===== src/rtl/mpu_fetch.sv =====
// MPU instruction fetch/decode front end: reads the 6-byte window at pc, decodes
// one variable-length instruction and hands it to execute over valid/ready.
module mpu_fetch #(
  parameter logic [15:0] RESET_PC  = 16'h0000,
  parameter int unsigned MEM_BYTES = 128,
  parameter logic [3:0]  OP_LOAD   = 4'h1,
  parameter logic [3:0]  OP_MASK   = 4'h2,
  parameter logic [3:0]  OP_INT    = 4'h3,
  parameter logic [3:0]  OP_JMP    = 4'h4
) (
  input  logic        sys_clk,
  input  logic        sys_rst,
  input  logic        en,
  output logic [15:0] r_addr,
  input  logic [47:0] r_data,
  output logic        instr_valid,
  input  logic        instr_ready,
  output logic [3:0]  instr_op,
  output logic [1:0]  instr_size,
  output logic [2:0]  instr_len,
  output logic [39:0] instr_operands,
  output logic [15:0] instr_pc,
  input  logic        jmp_valid,
  input  logic [15:0] jmp_addr,
  output logic        halted,
  output logic [1:0]  error
);

  localparam int unsigned PC_W    = 16;
  localparam int unsigned OPS_W   = 40;
  localparam int unsigned OPS_NUM = 5;

  localparam logic [1:0] ERR_NONE  = 2'b00;
  localparam logic [1:0] ERR_OP    = 2'b01;
  localparam logic [1:0] ERR_SIZE  = 2'b10;
  localparam logic [1:0] ERR_RANGE = 2'b11;

  localparam logic [PC_W:0] MEM_END = (PC_W+1)'(MEM_BYTES);

  typedef enum logic [2:0] {
    S_IDLE,
    S_FETCH,
    S_ISSUE,
    S_WAIT_JMP,
    S_HALT
  } state_t;

  state_t state, state_nxt;

  logic [PC_W-1:0]  pc, pc_d;
  logic             instr_valid_d;
  logic [3:0]       instr_op_d;
  logic [1:0]       instr_size_d;
  logic [2:0]       instr_len_d;
  logic [OPS_W-1:0] instr_operands_d;
  logic [PC_W-1:0]  instr_pc_d;
  logic             halted_d;
  logic [1:0]       error_d;

  logic [3:0]       dec_op;
  logic [1:0]       dec_size;
  logic [2:0]       dec_len;
  logic [1:0]       dec_err;
  logic [PC_W:0]    dec_end;
  logic [OPS_W-1:0] dec_ops;

  // byte0[3:2] carry no meaning for the fetch stage
  logic unused_byte0_bits;
  assign unused_byte0_bits = ^r_data[3:2];

  assign r_addr = pc;

  // Length/legality decode of the window at pc; opcode/size errors beat range errors
  always_comb begin
    dec_op   = r_data[7:4];
    dec_size = r_data[1:0];
    dec_len  = 3'd0;
    dec_err  = ERR_NONE;
    dec_ops  = '0;

    if (dec_op == OP_LOAD) begin
      case (dec_size)
        2'b00:   dec_len = 3'd3;
        2'b01:   dec_len = 3'd4;
        2'b10:   dec_len = 3'd6;
        default: dec_err = ERR_SIZE;
      endcase
    end else if (dec_op == OP_MASK) begin
      dec_len = 3'd5;
    end else if (dec_op == OP_INT || dec_op == OP_JMP) begin
      dec_len = 3'd2;
    end else begin
      dec_err = ERR_OP;
    end

    dec_end = {1'b0, pc} + (PC_W+1)'(dec_len);
    if (dec_err == ERR_NONE && ({1'b0, pc} >= MEM_END || dec_end > MEM_END)) begin
      dec_err = ERR_RANGE;
    end

    // Operand byte k survives only if it lies inside the instruction
    for (int k = 1; k <= OPS_NUM; k++) begin
      if (3'(k) < dec_len) begin
        dec_ops[8*(k-1) +: 8] = r_data[8*k +: 8];
      end
    end
  end

  // State register
  always_ff @(posedge sys_clk) begin
    if (!sys_rst) begin
      state <= S_IDLE;
    end else begin
      state <= state_nxt;
    end
  end

  // Next-state logic
  always_comb begin
    state_nxt = state;
    case (state)
      S_IDLE: begin
        if (en) state_nxt = S_FETCH;
      end
      S_FETCH: begin
        state_nxt = (dec_err == ERR_NONE) ? S_ISSUE : S_HALT;
      end
      S_ISSUE: begin
        if (instr_valid && instr_ready) begin
          if (instr_op == OP_JMP) state_nxt = S_WAIT_JMP;
          else                    state_nxt = en ? S_FETCH : S_IDLE;
        end
      end
      S_WAIT_JMP: begin
        if (jmp_valid) state_nxt = en ? S_FETCH : S_IDLE;
      end
      S_HALT: begin
        state_nxt = S_HALT;
      end
      default: begin
        state_nxt = S_IDLE;
      end
    endcase
  end

  // Output/datapath next values; everything holds unless the state says otherwise
  always_comb begin
    pc_d             = pc;
    instr_valid_d    = instr_valid;
    instr_op_d       = instr_op;
    instr_size_d     = instr_size;
    instr_len_d      = instr_len;
    instr_operands_d = instr_operands;
    instr_pc_d       = instr_pc;
    halted_d         = halted;
    error_d          = error;

    case (state)
      S_FETCH: begin
        if (dec_err == ERR_NONE) begin
          instr_valid_d    = 1'b1;
          instr_op_d       = dec_op;
          instr_size_d     = dec_size;
          instr_len_d      = dec_len;
          instr_operands_d = dec_ops;
          instr_pc_d       = pc;
        end else begin
          instr_valid_d = 1'b0;
          halted_d      = 1'b1;
          error_d       = dec_err;
        end
      end
      S_ISSUE: begin
        if (instr_valid && instr_ready) begin
          instr_valid_d = 1'b0;
          pc_d          = pc + PC_W'(instr_len);
        end
      end
      S_WAIT_JMP: begin
        if (jmp_valid) pc_d = jmp_addr;
      end
      S_HALT: begin
        instr_valid_d = 1'b0;
        halted_d      = 1'b1;
      end
      default: begin
      end
    endcase
  end

  // Registered outputs and program counter
  always_ff @(posedge sys_clk) begin
    if (!sys_rst) begin
      pc             <= RESET_PC;
      instr_valid    <= 1'b0;
      instr_op       <= '0;
      instr_size     <= '0;
      instr_len      <= '0;
      instr_operands <= '0;
      instr_pc       <= '0;
      halted         <= 1'b0;
      error          <= ERR_NONE;
    end else begin
      pc             <= pc_d;
      instr_valid    <= instr_valid_d;
      instr_op       <= instr_op_d;
      instr_size     <= instr_size_d;
      instr_len      <= instr_len_d;
      instr_operands <= instr_operands_d;
      instr_pc       <= instr_pc_d;
      halted         <= halted_d;
      error          <= error_d;
    end
  end

endmodule

===== config.mk =====
export PLATFORM = sky130hd
export DESIGN_NAME = mpu_fetch
export DESIGN_NICKNAME = d
export VERILOG_FILES = /design/src/rtl/mpu_fetch.sv
export SDC_FILE = /design/constraint.sdc
export NUM_CORES = 1
export LEC_CHECK = 0
export ABC_AREA = 0
export BUFFER_PORTS_ARGS = -buffer_cell sky130_fd_sc_hd__buf_2
export CAP_MARGIN = 20
export CORE_MARGIN = 5
export CORE_UTILIZATION = 50
export DETAILED_ROUTE_END_ITERATION = 7
export PLACE_DENSITY = 0.84
export SYNTH_ARGS = -nofsm -noshare
export SYNTH_HDL_FRONTEND = slang
export SYNTH_SLANG_ARGS = --single-unit

===== constraint.sdc =====
create_clock -name sys_clk -period 5.3 [get_ports sys_clk]
set_input_delay 1.59 -clock sys_clk [delete_from_list [all_inputs] [get_ports sys_clk]]
set_output_delay 1.59 -clock sys_clk [all_outputs]
set_load 0.01 [all_outputs]

==> metrics.md <==
| Metric | Value |
|---|---|
| Drt initial violations | `192` |
| Setup Buffers After CTS | `0` |
| Hold buffer count at CTS | `0` |
| Tot Pwr | `1.25 mW` |
| Post-route ant nets | `0` |
| Most common library cells after synthesis | `nand2_1, dfxtp_1, mux2i_1` |
| Post-Synthesis Cell Area | `0.00435 mm²` |
| Run status | `complete, no violations` |
| Initial antenna violation count | `0` |
| Setup TNS | `0 ps` |
| GPL Wtd Cong | `0.860` |
| Area grow syn2layout | `22.3%` |
| Crit-path cells | `buf_2 > inv_1 > ha_1 > or3_1 > a31oi_1 > nor2_1 > ha_1 > a21o_1 > a21o_1 > nor4_2 > o221ai_4 > a211oi_4 > buf_12 > mux2i_1` |
| Synthesized flop and latch total | `88` |
| Worst-Skew Late Latency | `350 ps` |
| Syn_nets | `585` |
| Pleak | `2.28 nW` |
| Post-Route Utilization | `0.619` |
| Power Density | `235 mW/mm²` |
| Count leader, synth | `nand2_1` |
| Final period util | `0.842` |
| ANT cells | `0` |
| Top cells by area, synth | `dfxtp_1, mux2i_1, nand2_1` |
| Clock buffer depth | `2` |
| Int Pwr | `0.940 mW` |
| Unique cell type count in the Yosys netlist | `55` |
| Final min period | `4460 ps` |
| Final setup fails | `0` |
| Yosys top cell by area | `dfxtp_1` |
| CTS buffer count | `9` |
| First-pass GRT wire length | `17700 µm` |
| Worst path required time | `5550 ps` |
| Final Skew | `16.9 ps` |
| Post-synth EDFFs | `0` |
| HP Class | `reg -> reg` |
| CP startpoint kind | `input port` |
| Ports | `154` |
| Router iterations before antenna repair | `5` |
| NumNets Final | `719` |
| Total grt overflow | `0` |
| Largest net degree at the start of global routing | `57` |
| Post-synthesis cell count | `504` |
| Mean Syn Cell Area | `8.63 µm²` |
| Synth warn | `0` |
| Worst path top cell family by delay | `compound AO/OA/AOI/OAI gates` |
| CP max FO | `32` |
| CTS sink cnt | `88` |
| Ys flop type | `dfxtp_1` |
| Sequential area share after synthesis | `0.405` |
| Vias in the first global route | `3893` |
| CTS tree | `built` |
| Final hold slack | `457 ps` |
| Routed via count | `4153` |
| Starting Density | `0.506` |
| Hold Vio Cnt, Final | `0` |
| H-Tree Level Count | `3` |
| Clock power frac | `0.394` |
| Dpl hpwl | `8480 µm` |
| Max incr delay on CP | `350 ps` |
| MaxCap Viol Count | `0` |
| Slew Viols, Final | `0` |
| Worst slew pin tran | `964 ps` |
| Net Switching | `0.311 mW` |
| Clk pin slew, worst setup/hold paths | `100 ps` |
| Die height | `103 µm` |
| Fmax | `224 MHz` |
| Site Rows | `34` |
| Fillers | `750` |
| Sequential share of power | `0.534` |
| Share of the synthesized area in the top cell type | `0.405` |
| CTS root buffer | `clkbuf_8` |
| Total global-route track usage | `0.205` |
| CP max stage cell | `or3_1` |
| Via density | `5.53` |
| Total Wirelength | `11400 µm` |
| Die Area | `0.0107 mm²` |
| Arrival time worst endpoint | `4720 ps` |
| DR DRC count | `0` |
| Combinational fraction of design power | `0.073` |
| Share of cells above drive strength 1 | `0.288` |
| Input/output buffers | `151` |
| Area of the multi-input gates | `0.00238 mm²` |
| Die extent in x | `103 µm` |
| CP Capture Type | `flip-flop` |
| Number of gates resized after CTS | `0` |
| Core area | `0.00859 mm²` |
| Peak supply drop | `146 µV` |
| Post-synth ARST share | `0` |
| WL/cell | `15.2 µm` |
| Crit Path Category | `in -> reg` |
| Seq. cell area | `0.00176 mm²` |
| RSZ-0062 raised after global routing | `false` |
| CP bufs+invs | `3` |
| Max transition margin | `0.357` |
| Switching Share | `0.249` |
cell type report:
class | count | share of cell area
Sequential cell | 88 | 0.331
Clock buffer | 10 | 0.0259
Tap cell | 108 | 0.0254
Inverter | 10 | 0.00705
Multi-Input combinational cell | 374 | 0.447
Timing Repair Buffer | 155 | 0.150
Clock inverter | 6 | 0.0139
metal layers:
layer,part of all wire,track usage,vias up,wire length [µm]
met4,0.021,0.0777,0,242
met3,0.073,0.0402,18,834
met1,0.41,0.257,1958,4710
met5,0,0,-,0
li1,-,-,2026,-
met2,0.49,0.349,151,5600
kinds of logic (layout without fill, tap and decap cells):
logic type / Yosys count / in the layout / share of synthesized area
simple gates: 218 / 218 / 0.229
xor+xnor: 2 / 2 / 0.00575
flops: 88 / 88 / 0.405
buf+inv: 42 / 181 / 0.0498
fa+ha+maj: 12 / 12 / 0.0380
compound gates: 87 / 87 / 0.146
mux: 55 / 55 / 0.127
tightest hold or removal path, delay by kind of cell (launching register included):
kind             cells  cell delay [ps]
flip-flops           1              320
multiplexers         1               50
AND/OR/NAND/NOR      1               50
state kept, by name, summed over array words and instances, names as in the netlist:
register and flops:
instr_op 4, instr_pc 16, state 3, instr_operands 40, instr_len 3, error 2, r_addr 16, instr_valid 1
instr_size 2, halted 1
cell usage in the layout (no fill, tap or decap), drive strengths merged, types with 4 or more instances in the layout:
cell type | synthesis | final
a211oi | 12 | 12
a21o | 5 | 5
a21oi | 16 | 16
a22oi | 4 | 4
a31oi | 4 | 4
and3 | 15 | 15
buf | 8 | 155
clkbuf | 24 | 10
dfxtp | 88 | 88
ha | 10 | 10
inv | 10 | 13
mux2i | 55 | 55
nand2 | 127 | 127
nand3 | 20 | 20
nor2 | 21 | 21
nor2b | 9 | 9
nor3 | 6 | 6
nor4 | 5 | 5
o211ai | 4 | 4
o21a | 5 | 5
o21ai | 18 | 18
path summary, 6_finish.rpt:
path | start | to | slack (ps) | cells after the start
min | instr_operands[4] | instr_operands[4] | 460 | 2
max | r_data[0] | instr_operands[27] | 840 | 14
min reg2reg | instr_operands[4] | instr_operands[4] | 460 | 2
max reg2reg | r_addr[0] | instr_operands[27] | 2490 | 9
per-stage QoR:
step | worst slack, ps | instances | area [µm²]
floorplan | 860 | 504 | 4350
global placement | 602 | 735 | 5110
CTS | 826 | 751 | 5320
detailed placement | 500 | 735 | 5110
finish | 836 | 751 | 5320
global route | 602 | 751 | 5320
power by group through the flow:
stage,clock [mW],sequential [mW],combinational (mW)
2_1_floorplan,0,0.683,0.0497
3_3_place_gp,0,0.683,0.0875
3_5_place_dp,0,0.683,0.0901
4_1_cts,0.503,0.668,0.0907
5_1_grt,0.532,0.669,0.100
6_report,0.493,0.668,0.0908
No activity file was read; power rests on OpenSTA's default activity.
